## src/rtl/nes_irq_controller.sv

```systemverilog
// ---------------------------------------------------------------------------
// nes_irq_controller
//
// Interrupt front end for the NES CPU core. Collects NUM_SRC maskable IRQ
// sources (each level- or rising-edge-sensitive), an edge-latched NMI and the
// post-reset request. At each instruction-boundary poll it decides whether
// the CPU must run the interrupt sequence and of which kind. During the
// following vector fetch it supplies the vector address.
//
// Handshake: the CPU sequencer owns the timing. A poll in IDLE commits a
// decision (take/kind/src_id, visible the next cycle). The decision is then
// held until the CPU has done the low-byte fetch (vec_rd & !vec_hi) followed
// by the high-byte fetch (vec_rd & vec_hi). Polls in between are ignored.
//
// Ports:
//   clk, reset   - clock; synchronous active-low reset
//   ce           - clock enable; all state holds when 0 (reset still acts)
//   irq_src      - raw IRQ lines, active-high
//   irq_en       - per-source enable mask
//   i_flag       - CPU I flag; 1 masks every IRQ
//   nmi          - NMI line, rising-edge sensitive
//   poll         - CPU interrupt-sample cycle
//   vec_rd       - CPU vector fetch this cycle
//   vec_hi       - with vec_rd: 1 = high byte, 0 = low byte
//   src_clr      - clears latched edge-pending bits
//   take         - registered: run the interrupt sequence
//   kind         - registered: 0 none/BRK, 1 IRQ, 2 NMI, 3 reset
//   src_id       - registered: winning IRQ source
//   vec_addr     - combinational vector address
//   pending      - registered per-source pending status
//   nmi_pend     - registered NMI latch
//   fsm_state    - debug: 0 IDLE, 1 ARMED, 2 FETCH
// ---------------------------------------------------------------------------
module nes_irq_controller #(
    parameter int                 NUM_SRC   = 4,
    parameter logic [NUM_SRC-1:0] EDGE_MASK = '0,
    parameter bit                 VECTORED  = 1'b0,
    parameter logic [15:0]        VEC_BASE  = 16'hFFE0,
    localparam int                SRC_W     = (NUM_SRC > 1) ? $clog2(NUM_SRC) : 1
) (
    input  logic               clk,
    input  logic               reset,
    input  logic               ce,
    input  logic [NUM_SRC-1:0] irq_src,
    input  logic [NUM_SRC-1:0] irq_en,
    input  logic               i_flag,
    input  logic               nmi,
    input  logic               poll,
    input  logic               vec_rd,
    input  logic               vec_hi,
    input  logic [NUM_SRC-1:0] src_clr,
    output logic               take,
    output logic [1:0]         kind,
    output logic [SRC_W-1:0]   src_id,
    output logic [15:0]        vec_addr,
    output logic [NUM_SRC-1:0] pending,
    output logic               nmi_pend,
    output logic [1:0]         fsm_state
);

    typedef enum logic [1:0] {
        ST_IDLE  = 2'd0,
        ST_ARMED = 2'd1,
        ST_FETCH = 2'd2
    } state_t;

    localparam logic [1:0] KIND_NONE  = 2'd0;
    localparam logic [1:0] KIND_IRQ   = 2'd1;
    localparam logic [1:0] KIND_NMI   = 2'd2;
    localparam logic [1:0] KIND_RESET = 2'd3;

    state_t             state_q;
    state_t             state_d;
    logic               take_q,   take_d;
    logic [1:0]         kind_q,   kind_d;
    logic [SRC_W-1:0]   src_q,    src_d;
    logic [NUM_SRC-1:0] pend_q,   pend_d;
    logic [NUM_SRC-1:0] prev_q;
    logic               nmi_last_q;
    logic               nmi_pend_q, nmi_pend_d;

    logic               lo_fetch;
    logic               hi_fetch;
    logic               nmi_block;
    logic               nmi_edge;
    logic               want_nmi;
    logic [NUM_SRC-1:0] eligible;
    logic [NUM_SRC-1:0] irq_ack;
    logic [SRC_W-1:0]   win_id;
    logic [14:0]        vec_word;

    assign lo_fetch = vec_rd & ~vec_hi;
    assign hi_fetch = vec_rd &  vec_hi;

    // NMI capture is frozen while a vector fetch is under way and during the
    // whole reset sequence. nmi_last holds too, so a line that went high in
    // that window is seen as an edge on the first unblocked cycle.
    assign nmi_block  = (state_q == ST_FETCH) ||
                        ((kind_q == KIND_RESET) && (state_q != ST_IDLE));
    assign nmi_edge   = ~nmi_block & nmi & ~nmi_last_q;
    assign want_nmi   = nmi_pend_q | nmi_edge;
    // A fresh edge wins over the acknowledge in the same cycle.
    assign nmi_pend_d = nmi_edge |
                        (nmi_pend_q & ~(lo_fetch & (kind_q == KIND_NMI)));

    assign eligible = pend_q & irq_en & {NUM_SRC{~i_flag}};

    // Lowest-index eligible source wins.
    always_comb begin
        win_id = '0;
        for (int k = NUM_SRC - 1; k >= 0; k--) begin
            if (eligible[k]) begin
                win_id = SRC_W'(k);
            end
        end
    end

    // Edge latches: set beats clear; cleared by src_clr or by the low-byte
    // fetch of the IRQ that this source won. Level sources just register.
    always_comb begin
        irq_ack = '0;
        pend_d  = '0;
        for (int k = 0; k < NUM_SRC; k++) begin
            irq_ack[k] = lo_fetch && (kind_q == KIND_IRQ) && (src_q == SRC_W'(k));
            if (EDGE_MASK[k]) begin
                pend_d[k] = (irq_src[k] & ~prev_q[k]) |
                            (pend_q[k] & ~(src_clr[k] | irq_ack[k]));
            end else begin
                pend_d[k] = irq_src[k];
            end
        end
    end

    // State register
    always_ff @(posedge clk) begin
        if (!reset) begin
            state_q <= ST_ARMED;
        end else if (ce) begin
            state_q <= state_d;
        end
    end

    // Next-state logic
    always_comb begin
        state_d = state_q;
        case (state_q)
            ST_IDLE: begin
                if (poll && (want_nmi || (|eligible))) begin
                    state_d = ST_ARMED;
                end
            end
            ST_ARMED: begin
                if (lo_fetch) begin
                    state_d = ST_FETCH;
                end
            end
            ST_FETCH: begin
                if (hi_fetch) begin
                    state_d = ST_IDLE;
                end
            end
            default: state_d = ST_IDLE;
        endcase
    end

    // Output (decision) logic: next values of take/kind/src_id
    always_comb begin
        take_d = take_q;
        kind_d = kind_q;
        src_d  = src_q;
        case (state_q)
            ST_IDLE: begin
                if (poll) begin
                    if (want_nmi) begin
                        take_d = 1'b1;
                        kind_d = KIND_NMI;
                        src_d  = '0;
                    end else if (|eligible) begin
                        take_d = 1'b1;
                        kind_d = KIND_IRQ;
                        src_d  = win_id;
                    end else begin
                        take_d = 1'b0;
                        kind_d = KIND_NONE;
                    end
                end
            end
            ST_FETCH: begin
                if (hi_fetch) begin
                    take_d = 1'b0;
                    kind_d = KIND_NONE;
                end
            end
            default: ;
        endcase
    end

    // Decision and source registers
    always_ff @(posedge clk) begin
        if (!reset) begin
            take_q     <= 1'b1;
            kind_q     <= KIND_RESET;
            src_q      <= '0;
            pend_q     <= '0;
            prev_q     <= '0;
            nmi_last_q <= 1'b0;
            nmi_pend_q <= 1'b0;
        end else if (ce) begin
            take_q     <= take_d;
            kind_q     <= kind_d;
            src_q      <= src_d;
            pend_q     <= pend_d;
            prev_q     <= irq_src;
            nmi_pend_q <= nmi_pend_d;
            if (!nmi_block) begin
                nmi_last_q <= nmi;
            end
        end
    end

    // Vector address, kept as a word address (bit0 comes from vec_hi).
    always_comb begin
        case (kind_q)
            KIND_RESET: vec_word = 15'h7FFE;
            KIND_NMI:   vec_word = 15'h7FFD;
            KIND_IRQ: begin
                if (VECTORED) begin
                    vec_word = VEC_BASE[15:1] + {{(15 - SRC_W){1'b0}}, src_q};
                end else begin
                    vec_word = 15'h7FFF;
                end
            end
            default:    vec_word = 15'h7FFF;
        endcase
    end

    assign vec_addr  = {vec_word, vec_hi};
    assign take      = take_q;
    assign kind      = kind_q;
    assign src_id    = src_q;
    assign pending   = pend_q;
    assign nmi_pend  = nmi_pend_q;
    assign fsm_state = state_q;

endmodule
```

## config.mk

```make
export PLATFORM = sky130hd
export DESIGN_NAME = nes_irq_controller
export DESIGN_NICKNAME = d
export VERILOG_FILES = /design/src/rtl/nes_irq_controller.sv
export SDC_FILE = /design/constraint.sdc
export NUM_CORES = 1
export LEC_CHECK = 0
export ABC_AREA = 0
export CAP_MARGIN = 30
export CORE_AREA = 2 2 57 46
export CTS_CLUSTER_SIZE = 25
export DETAILED_ROUTE_END_ITERATION = 6
export DIE_AREA = 0 0 59 48
export PLACE_DENSITY = 0.82
export SLEW_MARGIN = 20
export SYNTH_ARGS = -nofsm -noshare
export SYNTH_HDL_FRONTEND = slang
export SYNTH_SLANG_ARGS = --single-unit
```

## constraint.sdc

```tcl
create_clock -name clk -period 1.7 [get_ports clk]
set_clock_uncertainty 0.05 [all_clocks]
set_input_delay 0.34 -clock clk [delete_from_list [all_inputs] [get_ports clk]]
set_output_delay 0.34 -clock clk [all_outputs]
set_load 0.02 [all_outputs]
```

==> flow_summary.ini <==
[detailed_routing]
dr.pass1.iters = 4
met2WireLength_um = 921
post_drt_wl_per_cell_um = 12.46
m1WireLength_um = 796
drc = 0
drt_iter0_drc = 15
wirelength_um = 1831
antenna_left = 0
vias = 718
vias_per_cell = 4.884
dr_wl_met3_um = 97
highest_layer = met4

[final_layout]
insertedDiodeCount = 0
design_area_mm2 = 0.001102
area_delta_synth_final_pct = 42.33
final_cell_mix = clkdlybuf4s50_1, conb_1, dfxtp_1, nand2_1
drive_above_1_share_pct = 12.30
final_common_cell = clkdlybuf4s50_1
nets = 143

[floorplan]
die_h_um = 48
ioPinCount = 48
initial_core_util_pct = 34.97
dieArea_mm2 = 0.002832
die_w_um = 59
rows = 15
core_mm2 = 0.002215

[timing]
hold_viol = 0
tns_ns = 0
timing.final.crit_share_pct = 97.38
rsz0062_at_grt = no
drv_slew = 0
holdWs_ns = 0.4394
final-setup-viol-count = 0
finalCriticalPeriod_ns = 1.655
fmax_ghz = 0.6041

[power_and_ir_drop]
power_density_mw_per_mm2 = 642.6
clock_power_share_pct = 27.6
pwr-share-seq_pct = 46.6
peakVddDrop_uv = 394.1
leakage_nw = 0.5252
pwr-share-comb_pct = 25.8
swShare_pct = 30.75
internal_power_uw = 490.6
totalPowerFinal_uw = 708.4
power_switching_uw = 217.8

[clock_tree]
clkSlewWorstSetupHoldPaths_ns = 0.09
cts_setup_buffers = 0
clock_path_buffers = 2
hold_buffers = 0
cts_root_buffer = clkbuf_4
worstSkewPairLatency_ns = 0.29
h-tree-depth = 1
cts_num_sinks = 13
cts_tree = built
numCtsBuffers = 3
cts-resized-gates = 7

[min_path]
hp-class = reg -> reg

[grt]
antenna_found_initial = 0
grt_overflow = 0
grt_max_degree = 10
grt.total_usage_pct = 13.26
grt_pass1_wl_um = 2815
grt_pass1_vias = 667

[worst_setup_path]
worst-path-buf-inv = 1
cp_cell_sequence = clkdlybuf4s50_1
crit_type = reg -> out
cp.arrival_ns = 1.27
cp.required_ns = 1.31
slowest_delay_ns = 0.62
slowest_stage = clkdlybuf4s50_1
cp_top_family = buffers and inverters
cp_max_fo = 3
cp-end-kind = output pin
start_kind = flop

[logic_synthesis]
synthCells = 86
synth_top_area_cell = dfxtp_1
synth-seq-area-share_pct = 33.60
synth_area_um2 = 774.5
synth_area_leaders = dfxtp_1, buf_4, mux2i_1
yosysTopAreaCellShare_pct = 33.60
synth-seq-cells = 13
synthDistinctLibCells = 31
yosys_warnings = 0
synth_area_per_cell_um2 = 9.006

[place]
port_buffers = 30
place_area_mm2 = 0.001076
place.gp.congestion = 0.8262
dp_hpwl_um = 1506

[run_status]
outcome = finished, final reports clean

[job]
cap_violations = 0
## logic make-up (layout without fill, tap and decap cells)
family	Yosys count	after routing	share of synthesized area, %
simple gates	33	33	28.11
compound gates	16	16	14.54
flops	13	13	33.60
other cells	1	13	0.4842
mux	5	5	6.462
buf+inv	18	42	16.80
## power groups by stage
stage | registers (mW) | logic (mW) | clock network, mW
2_1_floorplan | 0.351 | 0.110 | 0
3_3_place_gp | 0.337 | 0.183 | 0
3_5_place_dp | 0.338 | 0.188 | 0
4_1_cts | 0.330 | 0.183 | 0.195
5_1_grt | 0.332 | 0.196 | 0.212
6_report | 0.330 | 0.183 | 0.195
## cells in the mapped netlist (all sizes together)
master	instances
clkbuf	1
and4	1
or3b	1
a211o	1
and3b	1
dfxtp	13
o2bb2ai	1
a32o	1
nand4bb	1
nor4b	1
buf	15
nand2b	3
a21boi	1
conb	1
a41oi	1
a21oi	4
nor2b	7
nand2	9
nand4b	2
a22oi	2
and2	1
nand3	6
mux2i	5
inv	2
o21ai	4
a41o	1
## area by class of cell
type                       count  area (um^2)
multi-input combinational     67        429.2
tap                           25        31.28
inverter                       2        10.01
clock inverter                 1        5.005
clock buffer                   3        22.52
timing repair buffer          36        344.1
fill                         208         1112
sequential                    13        260.3
## path summary, 6_finish.rpt
check        cells after the start  slack (ns)                 to                 startpoint
min reg2reg                      2        0.44  take$_SDFFE_PN1P_          take$_SDFFE_PN1P_
min                              2        0.44  take$_SDFFE_PN1P_          take$_SDFFE_PN1P_
max                              1        0.04         pending[0]    pending[0]$_SDFFE_PN0P_
max reg2reg                      4        0.32  take$_SDFFE_PN1P_  fsm_state[1]$_SDFFE_PN0P_
## registers in the layout, summed over array words and instances (netlist names)
| register | cells |
|---|---|
| fsm_state | 2 |
| kind | 2 |
| nmi_last_q | 1 |
| nmi_pend | 1 |
| pending | 4 |
| src_id | 2 |
| take | 1 |
## through the flow
| stage | utilization (%) | std cells | setup WS, ns |
|---|---|---|---|
| 3_3_place_gp | 48.59 | 143 | -0.1094 |
| 4_1_cts | 49.44 | 147 | 0.01041 |
| 3_5_place_dp | 48.59 | 143 | -0.1376 |
| 5_1_grt | 49.77 | 147 | 0.01183 |
| 2_1_floorplan | - | 98 | 0.2661 |
| 6_report | 49.77 | 147 | 0.04457 |
## metal layers
metal | track usage, % | vias up
met1 | 16.05 | 344
met5 | 0 | -
met4 | 2.727 | 0
li1 | - | 349
met3 | 4.865 | 4
met2 | 23.11 | 21
(Power assumes the default switching activity.)
